## config.mk

```make
export PLATFORM = sky130hd
export DESIGN_NAME = cpu_run_monitor
export DESIGN_NICKNAME = d
export VERILOG_FILES = /design/src/rtl/cpu_run_monitor.sv
export SDC_FILE = /design/constraint.sdc
export NUM_CORES = 1
export LEC_CHECK = 0
export CELL_PAD_IN_SITES_DETAIL_PLACEMENT = 2
export CELL_PAD_IN_SITES_GLOBAL_PLACEMENT = 2
export CORE_AREA = 2 2 180 182
export CTS_BUF_LIST = sky130_fd_sc_hd__clkbuf_4
export DETAILED_ROUTE_END_ITERATION = 10
export DIE_AREA = 0 0 182 184
export GPL_TIMING_DRIVEN = 0
export PLACE_DENSITY = 0.85
export SLEW_MARGIN = 20
export SYNTH_ARGS = -nofsm -noshare
export SYNTH_HDL_FRONTEND = slang
export SYNTH_SLANG_ARGS = --single-unit
```

## constraint.sdc

```tcl
create_clock -name clk -period 5.2 [get_ports clk]
set_clock_uncertainty 0.2 [all_clocks]
set_input_delay 1.3 -clock clk [delete_from_list [all_inputs] [get_ports clk]]
set_output_delay 1.3 -clock clk [all_outputs]
set_load 0.02 [all_outputs]
```

## src/rtl/cpu_run_monitor.sv

```systemverilog
// Run-control and observation block beside the cpu core: counts run statistics,
// detects end-of-program or timeout, drains, halts the core and dumps the register file.
module cpu_run_monitor #(
  parameter int          XLEN         = 32,
  parameter int          PC_BITS      = 20,
  parameter int          REG_NUM      = 32,
  parameter int          ADDR_SIZE    = 5,
  parameter int          CNT_W        = 32,
  parameter int          DRAIN_CYCLES = 5,
  parameter int          TIMEOUT      = 2000,
  parameter logic [31:0] END_INST     = 32'h00000000
) (
  input  logic                 clk,
  input  logic                 rst,
  input  logic                 start,
  input  logic                 F_valid,
  input  logic [31:0]          F_inst,
  input  logic [PC_BITS-1:0]   F_pc,
  input  logic                 stall_D,
  input  logic                 EX_true_taken,
  output logic                 halt,
  output logic [ADDR_SIZE-1:0] dbg_rd_addr,
  input  logic [XLEN-1:0]      dbg_rd_data,
  output logic                 dump_valid,
  input  logic                 dump_ready,
  output logic [ADDR_SIZE-1:0] dump_idx,
  output logic [XLEN-1:0]      dump_data,
  output logic                 done,
  output logic                 timed_out,
  output logic [PC_BITS-1:0]   end_pc,
  output logic [CNT_W-1:0]     cycle_cnt,
  output logic [CNT_W-1:0]     stall_cnt,
  output logic [CNT_W-1:0]     taken_cnt
);

  typedef enum logic [2:0] {IDLE, RUN, DRAIN, DUMP, DONE} state_t;

  localparam logic [CNT_W-1:0]     TIMEOUT_C  = CNT_W'(TIMEOUT);
  localparam logic [7:0]           DRAIN_C    = 8'(DRAIN_CYCLES);
  localparam logic [ADDR_SIZE-1:0] LAST_IDX   = ADDR_SIZE'(REG_NUM - 1);

  state_t                 state_q, state_d;
  logic [CNT_W-1:0]       cycle_cnt_q, cycle_cnt_d;
  logic [CNT_W-1:0]       stall_cnt_q, stall_cnt_d;
  logic [CNT_W-1:0]       taken_cnt_q, taken_cnt_d;
  logic [PC_BITS-1:0]     end_pc_q, end_pc_d;
  logic                   timed_out_q, timed_out_d;
  logic [7:0]             drain_q, drain_d;
  logic [ADDR_SIZE-1:0]   dump_idx_q, dump_idx_d;
  logic                   end_hit;

  // Counters stick at all-ones rather than wrapping.
  function automatic logic [CNT_W-1:0] sat_inc(input logic [CNT_W-1:0] v, input logic en);
    if (en && (v != {CNT_W{1'b1}})) return v + 1'b1;
    return v;
  endfunction

  assign end_hit = F_valid && (F_inst == END_INST);

  always_comb begin
    state_d     = state_q;
    cycle_cnt_d = cycle_cnt_q;
    stall_cnt_d = stall_cnt_q;
    taken_cnt_d = taken_cnt_q;
    end_pc_d    = end_pc_q;
    timed_out_d = timed_out_q;
    drain_d     = drain_q;
    dump_idx_d  = dump_idx_q;

    case (state_q)
      IDLE, DONE: begin
        if (start) begin
          cycle_cnt_d = '0;
          stall_cnt_d = '0;
          taken_cnt_d = '0;
          end_pc_d    = '0;
          timed_out_d = 1'b0;
          dump_idx_d  = '0;
          state_d     = RUN;
        end
      end
      RUN: begin
        // End detection takes priority over a coincident timeout.
        if (end_hit) begin
          cycle_cnt_d = sat_inc(cycle_cnt_q, 1'b1);
          stall_cnt_d = sat_inc(stall_cnt_q, stall_D);
          taken_cnt_d = sat_inc(taken_cnt_q, EX_true_taken);
          end_pc_d    = F_pc;
          drain_d     = DRAIN_C;
          state_d     = DRAIN;
        end else if (cycle_cnt_q == TIMEOUT_C) begin
          timed_out_d = 1'b1;
          end_pc_d    = F_pc;
          dump_idx_d  = '0;
          state_d     = DUMP;
        end else begin
          cycle_cnt_d = sat_inc(cycle_cnt_q, 1'b1);
          stall_cnt_d = sat_inc(stall_cnt_q, stall_D);
          taken_cnt_d = sat_inc(taken_cnt_q, EX_true_taken);
        end
      end
      DRAIN: begin
        if (drain_q <= 8'd1) begin
          drain_d    = '0;
          dump_idx_d = '0;
          state_d    = DUMP;
        end else begin
          drain_d = drain_q - 8'd1;
        end
      end
      DUMP: begin
        if (dump_ready) begin
          if (dump_idx_q == LAST_IDX) begin
            dump_idx_d = '0;
            state_d    = DONE;
          end else begin
            dump_idx_d = dump_idx_q + 1'b1;
          end
        end
      end
      default: state_d = IDLE;
    endcase
  end

  always_ff @(posedge clk or posedge rst) begin
    if (rst) begin
      state_q     <= IDLE;
      cycle_cnt_q <= '0;
      stall_cnt_q <= '0;
      taken_cnt_q <= '0;
      end_pc_q    <= '0;
      timed_out_q <= 1'b0;
      drain_q     <= '0;
      dump_idx_q  <= '0;
    end else begin
      state_q     <= state_d;
      cycle_cnt_q <= cycle_cnt_d;
      stall_cnt_q <= stall_cnt_d;
      taken_cnt_q <= taken_cnt_d;
      end_pc_q    <= end_pc_d;
      timed_out_q <= timed_out_d;
      drain_q     <= drain_d;
      dump_idx_q  <= dump_idx_d;
    end
  end

  assign halt        = (state_q == DUMP) || (state_q == DONE);
  assign done        = (state_q == DONE);
  assign dump_valid  = (state_q == DUMP);
  assign dbg_rd_addr = dump_idx_q;
  assign dump_idx    = dump_idx_q;
  assign dump_data   = dump_valid ? dbg_rd_data : '0;
  assign timed_out   = timed_out_q;
  assign end_pc      = end_pc_q;
  assign cycle_cnt   = cycle_cnt_q;
  assign stall_cnt   = stall_cnt_q;
  assign taken_cnt   = taken_cnt_q;

endmodule

```

Word-level counts from Yosys, hierarchy flattened
Index checks and enable logic that the tools add are counted.

Bits in registers: 133. Latch bits: 0. Memory bits (writable): 0. ROM bits: 0. Input port bits: 91. Memories: 0.

$add $sub $neg: 5. $mul: 0. Div/mod/pow operators: 0. Magnitude comparators: 1. Equality and inequality tests: 24. Shift operators: 0. Mux-type cells: 63. Bitwise gates (word level): 0. Reductions and logical operators: 18.

Operators by type and width (count): $mux 32 (17); $pmux 32 s2 (3); $add 32x1->32 const B (3); $ne 32x32->1 const B (3); $mux 20 (3); $pmux 20 s2 (1); $eq 32x11->1 const B (1); $logic_not 32->1 (1); $mux 5 (6); $ne 3x3->1 const B (8); $mux 1 (21); $pmux 5 s4 (1); $reduce_and 5->1 (4); $mux 3 (6); $mux 8 (2); $pmux 8 s2 (1); $pmux 3 s4 (1); $ne 2x2->1 const B (5); $le 8x1->1 const B (1); $sub 8x1->8 const B (1); $eq 3x2->1 const B (2); $reduce_and 6->1 (1); $add 5x1->5 const B (1); $eq 5x5->1 const B (1); other kinds (13) (17).

Logic depth before layout (Yosys ltp)
Gate-level depths: netlist of run 1.

Depth in word-level cells: 10. Mapped depth: 10. Mapped depth without buffers: 8.

Worst setup path after synthesis of run 1
OpenSTA, ideal clock, no wires.

Path kind: input to register. Start: in F_inst[3]. End: reg cycle_cnt_q[13], in the netlist cycle_cnt[13]. Library setup time: 0.135 ns. Arrival time: 3.132 ns. Setup slack: 1.733 ns. Stages on the path: 9. Path buffers: 3. Cells stage by stage: nor4_1 -> nand4_1 -> or4_1 -> buf_2 -> a21o_1 -> buf_6 -> buf_6 -> o31ai_1 -> o41ai_1.

Cells in the longest elaborated chain, start to end: 4. Elaborated cells between the ends (all ways): 8. Those cells by class: eq/ne (3); mux (2); reduce/logical (3).

Ends and longest elaborated chain: from (decl) (line 17) `input logic [31:0] F_inst,`; $logic_not 32->1 (*) (line 58) `assign end_hit = F_valid && (F_inst == END_INST);`; $logic_and 1x1->1 (*) (line 58); $ne 3x3->1 (no source line) or $mux 32 (tied branches); $reduce_and 5->1 (no source line) or $pmux 32 s2 (tied branches); to (signal assigned) (line 137) `cycle_cnt_q <= cycle_cnt_d;`; to (decl) (line 43) `logic [CNT_W-1:0] cycle_cnt_q, cycle_cnt_d;`.

Every way passes the cells marked *; elsewhere a longest branch is shown, timed or not. A chain may end at the register's enable or synchronous reset.

Worst setup path in the final report of run 1
Start: reg state_q[0]. End: out dump_data[9].

Cells in the longest elaborated chain, start to end: 2.

Ends and longest elaborated chain: from (decl) (line 42) `state_t state_q, state_d;`; from (signal assigned) (line 136) `state_q <= state_d;`; $eq 3x2->1 (line 149) `assign dump_valid = (state_q == DUMP);`; $mux 32 (line 152) `assign dump_data = dump_valid ? dbg_rd_data : '0;`; to (decl) (line 27) `output logic [XLEN-1:0] dump_data,`.

Every way passes these cells.

==> PnR_summary.wiki, run 1 <==
{| class="wikitable"
! Metric !! Value
|-
| Post-synth top area share || 0.426
|-
| Count of maximum capacitance violations || 0
|-
| Horizontal extent of the die || 182 um
|-
| Proportion of synthesized chip area in sequential cells || 0.426
|-
| Count of flip-flops with a built-in enable after synthesis || 0
|-
| Number of synthesis warnings || 0
|-
| Root cell of the clock tree || sky130_fd_sc_hd__clkbuf_4
|-
| Startpoint type of the worst setup path || flip-flop
|-
| Run status || finished clean
|-
| Detailed placer's ending HPWL || 27.0 mm
|-
| Top fanout value on the critical path || 10
|-
| Slowest cell on the critical path || sky130_fd_sc_hd__clkdlybuf4s50_1
|-
| Min-Delay Path Class || flip-flop to flip-flop
|-
| Kind of cell adding the most delay to the critical path || buffers and inverters
|-
| Maximum count of clock buffers along a single path || 2
|-
| Setup repair after global routing missed its margin || no
|-
| Crit Path Class || flip-flop to output port
|-
| H-tree lvl count || 4
|-
| Most used standard cell by instance count after synthesis || sky130_fd_sc_hd__dfrtp_1
|-
| Pins over their slew limit || 0
|-
| Post-cts repair resize count || 0
|-
| Final period demand of the worst path || 4.39 ns
|-
| DR DRC count || 0
|-
| Port Buffer Count || roughly 250
|-
| Cell repeated most along the worst path || sky130_fd_sc_hd__clkbuf_1
|-
| Floorplan Core Area || 31400 um2
|-
| Power density over the cells || 318 nW/um2
|-
| Synth Flop Type || sky130_fd_sc_hd__dfrtp_1
|-
| Final routed wire length divided by cell count || 23.4 um
|-
| Count of non-filler cells in the finished layout || 1586
|-
| Final hold violations || 0
|-
| Die Y-Extent || 184 um
|-
| Syn Inst Count || 900
|-
| List of cells traversed by the critical path || clkbuf_1 > nor2b_1 > clkbuf_1 > clkbuf_1 > and3_1 > clkdlybuf4s50_1
|-
| Die area || around 33000 um2
|-
| Starting density of the core || 0.249
|-
| Instance count after placement with tap cells included || 1554
|-
| Number of buffers and inverters on the critical path || 4
|-
| Share of the synthesized area in compound gates (AO/OA/AOI/OAI) || 0.254
|-
| Fraction of layout instances using a drive strength above 1 || 0.0566
|-
| Count of buffers added by post-CTS timing repair for setup || 0
|-
| Post-layout net count || 1270
|-
| M1 GR Usage || 0.289
|-
| LEAKAGE || 0.00433 uW
|-
| Highest ir drop seen on vdd || about 0.11 mV
|-
| Final setup fails || 0
|-
| Top cell types by occurrence after synthesis || 133 x sky130_fd_sc_hd__dfrtp_1, 80 x sky130_fd_sc_hd__o21ai_0, 76 x sky130_fd_sc_hd__a31oi_1, 70 x sky130_fd_sc_hd__nand2_1, 53 x sky130_fd_sc_hd__and3_1
|-
| Clock insertion delay at the later pin of the skew report || approximately 0.56 ns
|-
| Worst hold stages || 1
|-
| Cells taking the most area after synthesis || sky130_fd_sc_hd__dfrtp_1 43%, sky130_fd_sc_hd__a31oi_1 6.1%, sky130_fd_sc_hd__o21ai_0 5.1%, sky130_fd_sc_hd__and3_1 4.2%, sky130_fd_sc_hd__nand2_1 3.4%
|-
| Final Cycle Share || 0.843
|-
| Post-synthesis share of cell area spent on and, or, nand and nor gates || 0.250
|-
| Clock-pin slew of the registers on the worst-case setup and hold paths || 0.14 ns
|-
| Final core utilization || 0.354
|-
| Cell taking the most area after synthesis || sky130_fd_sc_hd__dfrtp_1
|-
| Ports placed on the boundary || approximately 250
|-
| Sum of internal, switching and leakage power || 3540 uW
|-
| Syn Nets || between 900 and 1000
|-
| Worst slew slack as a fraction of its limit || 0.335
|-
| Multiplexer fraction of the synthesized cell area || 0.00400
|-
| Number of library cell types mapped by synthesis || 62
|-
| Final sum of negative setup slack || 0 ns
|-
| Type of element capturing the critical path || output port
|-
| Placement row count || 65
|-
| Largest family of logic cells by synthesized area || compound AO/OA/AOI/OAI gates
|-
| Total global-route track usage || 0.219
|-
| Synthesis-to-finish area growth || 42.2%
|-
| CP max stage delay || 0.62 ns
|-
| Via count || 8885
|-
| Crit path required time || 3.70 ns
|-
| Met3 track demand over resource in global routing || 0.0345
|-
| Total congestion overflow || 0
|-
| Met2 track demand over resource in global routing || 0.372
|-
| Fill cell total of the finished layout || between 3000 and 4000
|-
| Post-detailed-route count of antenna-violating nets || 0
|-
| Global-route wire length before repair || 57.3 mm
|-
| Starting DRC count in detailed routing || 530
|-
| DRT Wirelength || roughly 37 mm
|-
| Syn avg cell area || 8.69 um2
|-
| Parity-gate share of the synthesized area counting xor and xnor cells || 0.00336
|-
| Peak clock frequency supported by timing || 228 MHz
|-
| Global route hottest layer || met2
|-
| RePlAce Congestion || 0.826
|-
| Share of flip-flops with an asynchronous set or reset || 1.00
|-
| Drt via density || roughly 5.6
|-
| Logic depth of the worst path, buffers included || 6
|-
| Clk sink count || 133
|-
| Depth of the worst register-to-register path || 6
|-
| Arrival time of data at the critical path endpoint || a little under 3 ns
|-
| Antenna violations before repair || 1
|-
| Number of global-route vias before repair || 9598
|-
| Hold-fix buffers at CTS || 0
|-
| First-pass iteration count of the detailed router || 5
|-
| Post-synthesis sequential element count || ~130
|-
| Clock tree from TritonCTS || built
|-
| Pin count of the biggest net entering global routing || between 80 and 90
|-
| Num CTS Buffers || 17
|-
| Post-synth design cell area || 7820 um2
|-
| Slew at the pin closest to its max-slew limit || 0.997 ns
|-
| Post-synthesis share of cell area spent on full adders, half adders and majority gates || 0.0128
|}
kinds of logic after synthesis:
group                      Yosys count
and+or+nand+nor                    357
AOI/OAI and AO/OA                  303
DFF                                133
buffers and inverters               93
adders and majority gates            8
xor gates and xnor gates             3
muxes                                3
per-stage QoR:
stage | instance area, um2 | worst slack, ns | hold slack (ns)
2_1_floorplan | 7820 | 0.146 | 0.236
3_3_place_gp | 10800 | -2.29 | 0.263
3_5_place_dp | 10900 | 0.570 | 0.267
4_1_cts | 11100 | 0.751 | 0.290
5_1_grt | 11100 | 0.492 | 0.324
6_report | 11100 | 0.814 | 0.297
path summary, 6_finish.rpt:
| kind | slack [ns] | to | startpoint |
|---|---|---|---|
| setup / recovery | 0.81 | dump_data[9] | state_q[0] |
| hold / removal | 0.30 | drain_q[4] | drain_q[4] |
| setup reg to reg | 1.78 | cycle_cnt[21] | state_q[0] |
| hold reg to reg | 0.30 | drain_q[4] | drain_q[4] |
| max in group asynchronous | 3.06 | stall_cnt[0] | rst |
| min in group asynchronous | 0.92 | dbg_rd_addr[0] | rst |
cell type report:
type                    instances  area, um2  area share
flip-flops and latches        133       3330       0.299
clock inverters                11       87.6     0.00788
repair buffers                252       2540       0.229
multi-input cells             674       4100       0.369
clock buffers                  20        150      0.0135
plain buffers                  68        304      0.0274
diodes                          1       2.50    0.000225
inverters                      25        101     0.00912
well taps                     402        503      0.0453
layout by cell type (no fill, tap or decap), types with 5 or more instances in the layout:
cell type	n
sky130_fd_sc_hd__nand4_1	36
sky130_fd_sc_hd__nor3_1	22
sky130_fd_sc_hd__and4_1	17
sky130_fd_sc_hd__a21o_1	14
sky130_fd_sc_hd__and2_1	15
sky130_fd_sc_hd__or3_1	5
sky130_fd_sc_hd__a22o_1	24
sky130_fd_sc_hd__o31ai_1	28
sky130_fd_sc_hd__nor2_1	42
sky130_fd_sc_hd__a31oi_1	76
sky130_fd_sc_hd__nand3_1	43
sky130_fd_sc_hd__o21ai_0	80
sky130_fd_sc_hd__clkbuf_4	20
sky130_fd_sc_hd__or2_2	5
sky130_fd_sc_hd__ha_1	8
sky130_fd_sc_hd__nor3b_1	5
sky130_fd_sc_hd__buf_2	12
sky130_fd_sc_hd__buf_4	5
sky130_fd_sc_hd__a41oi_1	11
sky130_fd_sc_hd__nand2_1	70
sky130_fd_sc_hd__a21oi_1	33
sky130_fd_sc_hd__o21a_1	5
sky130_fd_sc_hd__nor4_1	23
sky130_fd_sc_hd__clkbuf_1	49
sky130_fd_sc_hd__nand2b_1	7
sky130_fd_sc_hd__and3_1	53
sky130_fd_sc_hd__clkdlybuf4s50_1	251
sky130_fd_sc_hd__dfrtp_1	133
sky130_fd_sc_hd__inv_1	24
metal layers:
layer	up-vias	share of wire
met4	0	0.015
met5	-	0
li1	3999	-
met2	251	0.50
met3	43	0.043
met1	4592	0.44
flip-flops by register name, summed over array words and instances (netlist names):
register	flops
taken_cnt	32
state_q	3
dbg_rd_addr	5
cycle_cnt	32
end_pc	20
stall_cnt	32
drain_q	8
timed_out	1
where the power goes:
group          total, uW  internal [uW]  switching [uW]  leakage [uW]
sequential          1400           1210             197       0.00179
clock                672            243             428      0.000127
combinational       1460            717             748       0.00242
No activity file was read; power rests on OpenSTA's default activity.
==> run 2: changes to the inputs <==
Settings changed: CORE_AREA 2 2 180 182 to 2 2 171 173, DIE_AREA 0 0 182 184 to 0 0 173 175, PLACE_DENSITY 0.85 to 0.89.
Clock period 5.2 ns to 4.1 ns, I/O delays scaled along.
==> PnR_summary.wiki, run 2 (synthesis results as in run 1) <==
{| class="wikitable"
! Metric !! Value
|-
| Min-Delay Path Class || flip-flop to flip-flop
|-
| Final setup margin || 0.169 ns (-0.645 ns)
|-
| Count of maximum capacitance violations || 0 (unchanged)
|-
| Horizontal extent of the die || 173 um (-4.9%)
|-
| Final routed wire length divided by cell count || 23.6 um (+0.85%)
|-
| R2r setup slk || 0.50 ns (-1.28 ns)
|-
| Peak clock frequency supported by timing || 254 MHz
|-
| Placement row count || 62 (-4.6%)
|-
| Setup repair after global routing missed its margin || no
|-
| Relative contribution of combinational cells to total power || 0.410 (-0.004)
|-
| Clock power share || 0.204 (+0.014)
|-
| Pin count of the biggest net entering global routing || 32 (-62%)
|-
| Total congestion overflow || 0 (unchanged)
|-
| Clock tree from TritonCTS || built
|-
| Fraction of layout instances using a drive strength above 1 || 0.0649 (+0.00829)
|-
| Global-route wire length before repair || 57.1 mm (-0.29%)
|-
| Pins over their slew limit || 0 (unchanged)
|-
| Number of global-route vias before repair || 9585 (-0.14%)
|-
| Antenna violations before repair || 2 (+1)
|-
| Highest ir drop seen on vdd || 0.155 mV (+41%)
|-
| Arrival time of data at the critical path endpoint || 2.71 ns (-0.18 ns)
|-
| Num CTS Buffers || 17 (unchanged)
|-
| RePlAce Congestion || 0.848 (+2.7%)
|-
| Count of non-filler cells in the finished layout || 1571 (-0.95%)
|-
| Starting DRC count in detailed routing || 577 (+8.9%)
|-
| Final Cycle Share || 0.959
|-
| Slew at the pin closest to its max-slew limit || 1.02 ns (+0.0230 ns)
|-
| Final setup fails || 0 (unchanged)
|-
| Floorplan Core Area || 28400 um2 (-9.6%)
|-
| Via count || 9056 (+1.9%)
|-
| Endpoint of the worst register-to-register path || cycle_cnt[14]
|-
| Depth of the worst register-to-register path || 6 (unchanged)
|-
| Final period demand of the worst path || 3.93 ns
|-
| Ports placed on the boundary || 253 (unchanged)
|-
| Hold-fix buffers at CTS || 0 (unchanged)
|-
| Port Buffer Count || 251 (unchanged)
|-
| LEAKAGE || 0.00437 uW (+0.99%)
|-
| Post-cts repair resize count || 3 (+3)
|-
| Met3 Wirelength || 2.13 mm (+32%)
|-
| Fill cell total of the finished layout || 3180 (-10%)
|-
| Final hold violations || 0 (unchanged)
|-
| DR DRC count || 0 (unchanged)
|-
| Share of total power consumed by net switching || 0.387 (-0.000707)
|-
| Run status || finished clean
|-
| Drt via density || 5.76 (+2.9%)
|-
| Crit Path Class || flip-flop to output port
|-
| Clk sink count || 133 (unchanged)
|-
| Clock-pin slew of the registers on the worst-case setup and hold paths || 0.12 ns (-0.02 ns)
|-
| Crit path required time || 2.87 ns (-0.83 ns)
|-
| Clock insertion delay at the later pin of the skew report || 0.60 ns (+0.04 ns)
|-
| Count of buffers added by post-CTS timing repair for setup || 0 (unchanged)
|-
| Met2 wire length || 18.1 mm (-1.6%)
|-
| Int Pwr || 2810 uW (+30%)
|-
| Leading cell type in the layout, fill and taps excluded || sky130_fd_sc_hd__clkdlybuf4s50_1
|-
| Switching power || 1780 uW (+29%)
|-
| Crit path launch || state_q[1]
|-
| Detailed placer's ending HPWL || 27.2 mm (+0.84%)
|-
| Detailed-route wire length on metal 1 || 15.9 mm (-3.7%)
|-
| Worst Setup Slack post-DPL || -0.200 ns (-0.770 ns)
|-
| Commonest non-fill, non-tap cells in the layout || 251 x sky130_fd_sc_hd__clkdlybuf4s50_1, 133 x sky130_fd_sc_hd__dfrtp_1, 80 x sky130_fd_sc_hd__o21ai_0
|-
| Maximum count of clock buffers along a single path || 2 (unchanged)
|-
| Synthesis-to-finish area growth || 43.0%
|-
| Multi-input gate area in the final layout || 4100 um2 (unchanged)
|-
| Worst R2R Start || state_q[0]
|-
| Startpoint type of the worst setup path || flip-flop
|-
| Critical Path Sink || dump_data[8]
|-
| Die area || 30300 um2 (-9.6%)
|-
| Post-detailed-route count of antenna-violating nets || 0 (unchanged)
|-
| Starting density of the core || 0.275 (+0.0263)
|-
| Sequential cell fraction of total power || 0.386 (-0.010)
|-
| First-pass iteration count of the detailed router || 4 (-1)
|-
| DRT Wirelength || 37.0 mm (about the same)
|-
| Total global-route track usage || 0.240 (+0.0213)
|-
| Area occupied by registers || 3330 um2 (unchanged)
|-
| Die Y-Extent || 175 um (-4.9%)
|-
| Highest metal layer used by the detailed router || met5
|-
| Root cell of the clock tree || sky130_fd_sc_hd__clkbuf_4
|-
| Power density over the cells || 410 nW/um2 (+29%)
|-
| H-tree lvl count || 4 (unchanged)
|-
| Instance count after placement with tap cells included || 1539 (-0.97%)
|-
| Post-layout net count || 1273 (+0.24%)
|-
| Worst slew slack as a fraction of its limit || 0.314 (-0.0216)
|-
| Type of element capturing the critical path || output port
|-
| Top fanout value on the critical path || 10 (unchanged)
|}
## run 2: cell types whose count changed in the layout (fill, tap and decap cells not counted), moves of 2 or more
cell                         change
sky130_fd_sc_hd__clkbuf_1        -5
sky130_fd_sc_hd__clkbuf_2        +5
sky130_fd_sc_hd__buf_12          +4
sky130_fd_sc_hd__clkbuf_4        -2
sky130_fd_sc_hd__clkinv_1        -2
sky130_fd_sc_hd__clkinvlp_4      +2
## run 2: per-layer routing
metal  vias up  global-route usage
li1       4006                   -
met1      4687               0.312
met2       302               0.404
met3        59              0.0442
met4         2              0.0798
met5         -                   0
## run 2: worst min-delay path by stage
| stage | from | endpoint | slack [ns] | cells after the start |
|---|---|---|---|---|
| global route | drain_q[4] | drain_q[4] | 0.33 | 1 |
| global placement | drain_q[4] | drain_q[4] | 0.26 | 1 |
| finish | drain_q[4] | drain_q[4] | 0.30 | 1 |
| CTS | drain_q[4] | drain_q[4] | 0.30 | 1 |
| detailed placement | drain_q[4] | drain_q[4] | 0.28 | 1 |
| floorplan | drain_q[4] | drain_q[4] | 0.24 | 1 |
## run 2: per-stage QoR
stage | instance area, um2 | utilization | total power (uW) | setup TNS [ns] | hold WS (ns)
2_1_floorplan | 7820 | - | 2700 | 0 | 0.236
6_report | 11200 | 0.394 | 4590 | 0 | 0.304
5_1_grt | 11200 | 0.394 | 4810 | 0 | 0.326
4_1_cts | 11200 | 0.393 | 4620 | 0 | 0.302
3_5_place_dp | 10900 | 0.384 | 3670 | -3.27 | 0.278
3_3_place_gp | 10800 | 0.381 | 3590 | -33.85 | 0.259
## run 2: area by class of cell
cell class / count / area share
Multi-Input combinational cell: 674 / 0.367
Sequential cell: 133 / 0.298
Timing Repair Buffer: 255 / 0.232
Tap cell: 384 / 0.0430
Buffer: 68 / 0.0278
Clock buffer: 18 / 0.0121
Clock inverter: 13 / 0.0121
Inverter: 25 / 0.00873
Antenna cell: 1 / 0.000224
## run 2: worst max-delay path, stage by stage, from the launching register on
cell	delay [ns]
sky130_fd_sc_hd__dfrtp_1	0.34
sky130_fd_sc_hd__clkbuf_1	0.28
sky130_fd_sc_hd__clkbuf_2	0.29
sky130_fd_sc_hd__clkbuf_1	0.33
sky130_fd_sc_hd__and3_1	0.27
sky130_fd_sc_hd__clkdlybuf4s50_1	0.62
## run 2: power groups by stage
stage	clock network [uW]	logic [uW]	registers (uW)
final	935	1880	1770
after global routing	989	2020	1810
after CTS	948	1900	1770
after detailed placement	0	1880	1790
after global placement	0	1810	1770
after floorplan	0	758	1950
==> run 3: changes to the inputs <==
Settings changed: CORE_AREA 2 2 171 173 to 2 2 174 176, CTS_BUF_LIST sky130_fd_sc_hd__clkbuf_4 to not set, DIE_AREA 0 0 173 175 to 0 0 176 178, HOLD_SLACK_MARGIN set to 0.15, PLACE_DENSITY 0.89 to 0.86, REMOVE_ABC_BUFFERS set to 1.
==> PnR_summary.wiki, run 3 (synthesis results as in run 1) <==
{| class="wikitable"
! Metric !! Value
|-
| Peak clock frequency supported by timing || 253 MHz (-0.59%)
|-
| Arrival time of data at the critical path endpoint || 2.73 ns (+0.02 ns)
|-
| Met3 track demand over resource in global routing || 0.0443 (+0.000162)
|-
| Highest ir drop seen on vdd || 0.196 mV (+27%)
|-
| Synthesis-to-finish area growth || 46.2%
|-
| Die area || 31300 um2 (+3.5%)
|-
| Horizontal extent of the die || 176 um (+1.7%)
|-
| Number of buffers and inverters on the critical path || 1 (-3)
|-
| Number of global-route vias before repair || 9309 (-2.9%)
|-
| Clock tree from TritonCTS || built
|-
| Final sum of negative setup slack || 0 ns (unchanged)
|-
| Pins over their slew limit || 0 (unchanged)
|-
| Final hold violations || 0 (unchanged)
|-
| Leading cell type in the layout, fill and taps excluded || sky130_fd_sc_hd__clkdlybuf4s50_1
|-
| Count of maximum capacitance violations || 0 (unchanged)
|-
| Final period demand of the worst path || 3.95 ns (+0.0232 ns)
|-
| Drt via density || 5.70 (-1.1%)
|-
| Final setup fails || 0 (unchanged)
|-
| DRT Wirelength || 35.1 mm (-5.2%)
|-
| Fraction of layout instances using a drive strength above 1 || 0.0647 (-0.000265)
|-
| Start point of the worst min-delay path || drain_q[4]
|-
| Setup repair after global routing missed its margin || no
|-
| Clock insertion delay at the later pin of the skew report || 0.44 ns (-0.16 ns)
|-
| Antenna violations before repair || 0 (-2)
|-
| Floorplan Core Area || 29400 um2 (+3.6%)
|-
| Total congestion overflow || 0 (unchanged)
|-
| Root cell of the clock tree || sky130_fd_sc_hd__clkbuf_16
|-
| Startpoint type of the worst setup path || flip-flop
|-
| Global route hottest layer || met2
|-
| Count of inserted antenna diode cells || 0 (-1)
|-
| Worst Setup Slack post-DPL || -0.568 ns (-0.368 ns)
|-
| Slowest cell on the critical path || sky130_fd_sc_hd__nor2b_2
|-
| List of cells traversed by the critical path || nor2b_2 > and3_1 > clkdlybuf4s50_1
|-
| Crit Path Class || flip-flop to output port
|-
| Run status || finished clean
|-
| Commonest non-fill, non-tap cells in the layout || 252 x sky130_fd_sc_hd__clkdlybuf4s50_1, 132 x sky130_fd_sc_hd__dfrtp_1, 80 x sky130_fd_sc_hd__o21ai_0
|-
| Worst hold margin || 0.293 ns (-0.0111 ns)
|-
| Total global-route track usage || 0.224 (-0.0162)
|-
| Crit path required time || 2.87 ns (about the same)
|-
| Fill cell total of the finished layout || 3193 (+0.41%)
|-
| Post-detailed-route count of antenna-violating nets || 0 (unchanged)
|-
| Met2 track demand over resource in global routing || 0.397 (-0.00652)
|-
| Final routed wire length divided by cell count || 23.1 um (-2.0%)
|-
| Clk sink count || 133 (unchanged)
|-
| CP max stage delay || 0.84 ns (+0.22 ns)
|-
| Post-route cell area || 11400 um2 (+2.3%)
|-
| Via count || 8661 (-4.4%)
|-
| Kind of cell adding the most delay to the critical path || simple AND/OR/NAND/NOR gates
|-
| Min-Delay Path Class || flip-flop to flip-flop
|-
| Placement row count || 63 (+1.6%)
|-
| DP Area || 10800 um2 (-1.0%)
|-
| LEAKAGE || 0.00446 uW (+2.0%)
|-
| Global-route wire length before repair || 55.0 mm (-3.7%)
|-
| Clock-pin slew of the registers on the worst-case setup and hold paths || 0.06 ns (-0.06 ns)
|-
| Depth of the worst register-to-register path || 6 (unchanged)
|-
| Starting density of the core || 0.266 (-0.00946)
|-
| Worst R2R Start || state_q[0]
|-
| Pin count of the biggest net entering global routing || 74 (+130%)
|-
| H-tree lvl count || 4 (unchanged)
|-
| Maximum count of clock buffers along a single path || 2 (unchanged)
|-
| Power density over the cells || 457 nW/um2 (+11%)
|-
| DR DRC count || 0 (unchanged)
|-
| Type of element capturing the critical path || output port
|-
| Num CTS Buffers || 17 (unchanged)
|-
| Ports placed on the boundary || 253 (unchanged)
|-
| Endpoint of the worst register-to-register path || end_pc[7]
|-
| Worst hold stages || 1 (unchanged)
|-
| Worst Hold End || drain_q[4]
|-
| Die Y-Extent || 178 um (+1.7%)
|-
| Logic depth of the worst path, buffers included || 3 (-2)
|-
| Final setup margin || 0.146 ns (-0.0232 ns)
|-
| Slew at the pin closest to its max-slew limit || 1.12 ns (+0.0968 ns)
|-
| RePlAce Congestion || 0.791 (-6.7%)
|-
| Final Cycle Share || 0.964 (+0.00567)
|-
| Port Buffer Count || 252 (+0.40%)
|-
| Worst slew slack as a fraction of its limit || 0.248 (-0.0651)
|-
| Top fanout value on the critical path || 18 (+8)
|-
| Detailed placer's ending HPWL || 24.0 mm (-12%)
|-
| Starting DRC count in detailed routing || 378 (-34%)
|-
| First-pass iteration count of the detailed router || 4 (unchanged)
|-
| Post-layout net count || 1215 (-4.6%)
|-
| M1 GR Usage || 0.274 (-0.0384)
|-
| R2r setup slk || 0.34 ns (-0.16 ns)
|}
## run 3: repair_timing
| action | CTS | global route |
|---|---|---|
| endpoints found under the setup margin | 31 | 16 |
| pin swaps | 1 | 0 |
| endpoints found under the hold margin | 0 | 0 |
| hold buffers | 0 | 0 |
| cloned | 0 | 1 |
| buffers inserted | 1 | 0 |
| gates resized for setup | 4 | 2 |
## run 3: layout make-up
type	count	area (um2)	area share
clock buffers	18	429	0.0375
flip-flops and latches	133	3330	0.291
multi-input cells	675	4170	0.365
well taps	390	488	0.0427
inverters	25	101	0.00887
clock inverters	14	178	0.0155
repair buffers	264	2730	0.239
## run 3: worst register-to-register path, delay by kind of cell, from the launching register on
| family | cells | cell delay, ns |
|---|---|---|
| compound gates | 1 | 0.24 |
| simple gates | 4 | 2.34 |
| buf+inv | 1 | 0.33 |
| flops | 1 | 0.57 |
## run 3: how the worst max path moves through the flow
stage,startpoint,to,slack (ns)
after floorplan,rst,cycle_cnt[0],-0.68
after global placement,state_q[1],cycle_cnt[3],-5.80
after detailed placement,F_inst[28],stall_cnt[14],-0.57
after CTS,state_q[0],halt,0.04
after global routing,state_q[0],dump_data[20],0.06
final,state_q[0],dump_data[11],0.15
## run 3: stage by stage
step	total power [uW]	std cells	utilization
2_1_floorplan	2620	832	-
4_1_cts	5250	1518	0.388
3_5_place_dp	3580	1485	0.367
3_3_place_gp	3480	1474	0.358
5_1_grt	5460	1519	0.389
6_report	5230	1519	0.389
## run 3: per-layer routing
metal,vias to the layer above,wire [um],part of all wire
met3,51,1860,0.053
met4,0,727,0.021
li1,3885,-,-
met1,4460,14900,0.42
met2,265,17600,0.50
met5,-,0,0
## run 3: where the power goes
group | internal [uW] | total [uW] | leakage, uW | switching, uW
Sequential | 1520 | 1770 | 0.00179 | 246
Clock | 963 | 1640 | 0.000283 | 681
Combinational | 866 | 1810 | 0.00239 | 949
Total | 3350 | 5230 | 0.00446 | 1880
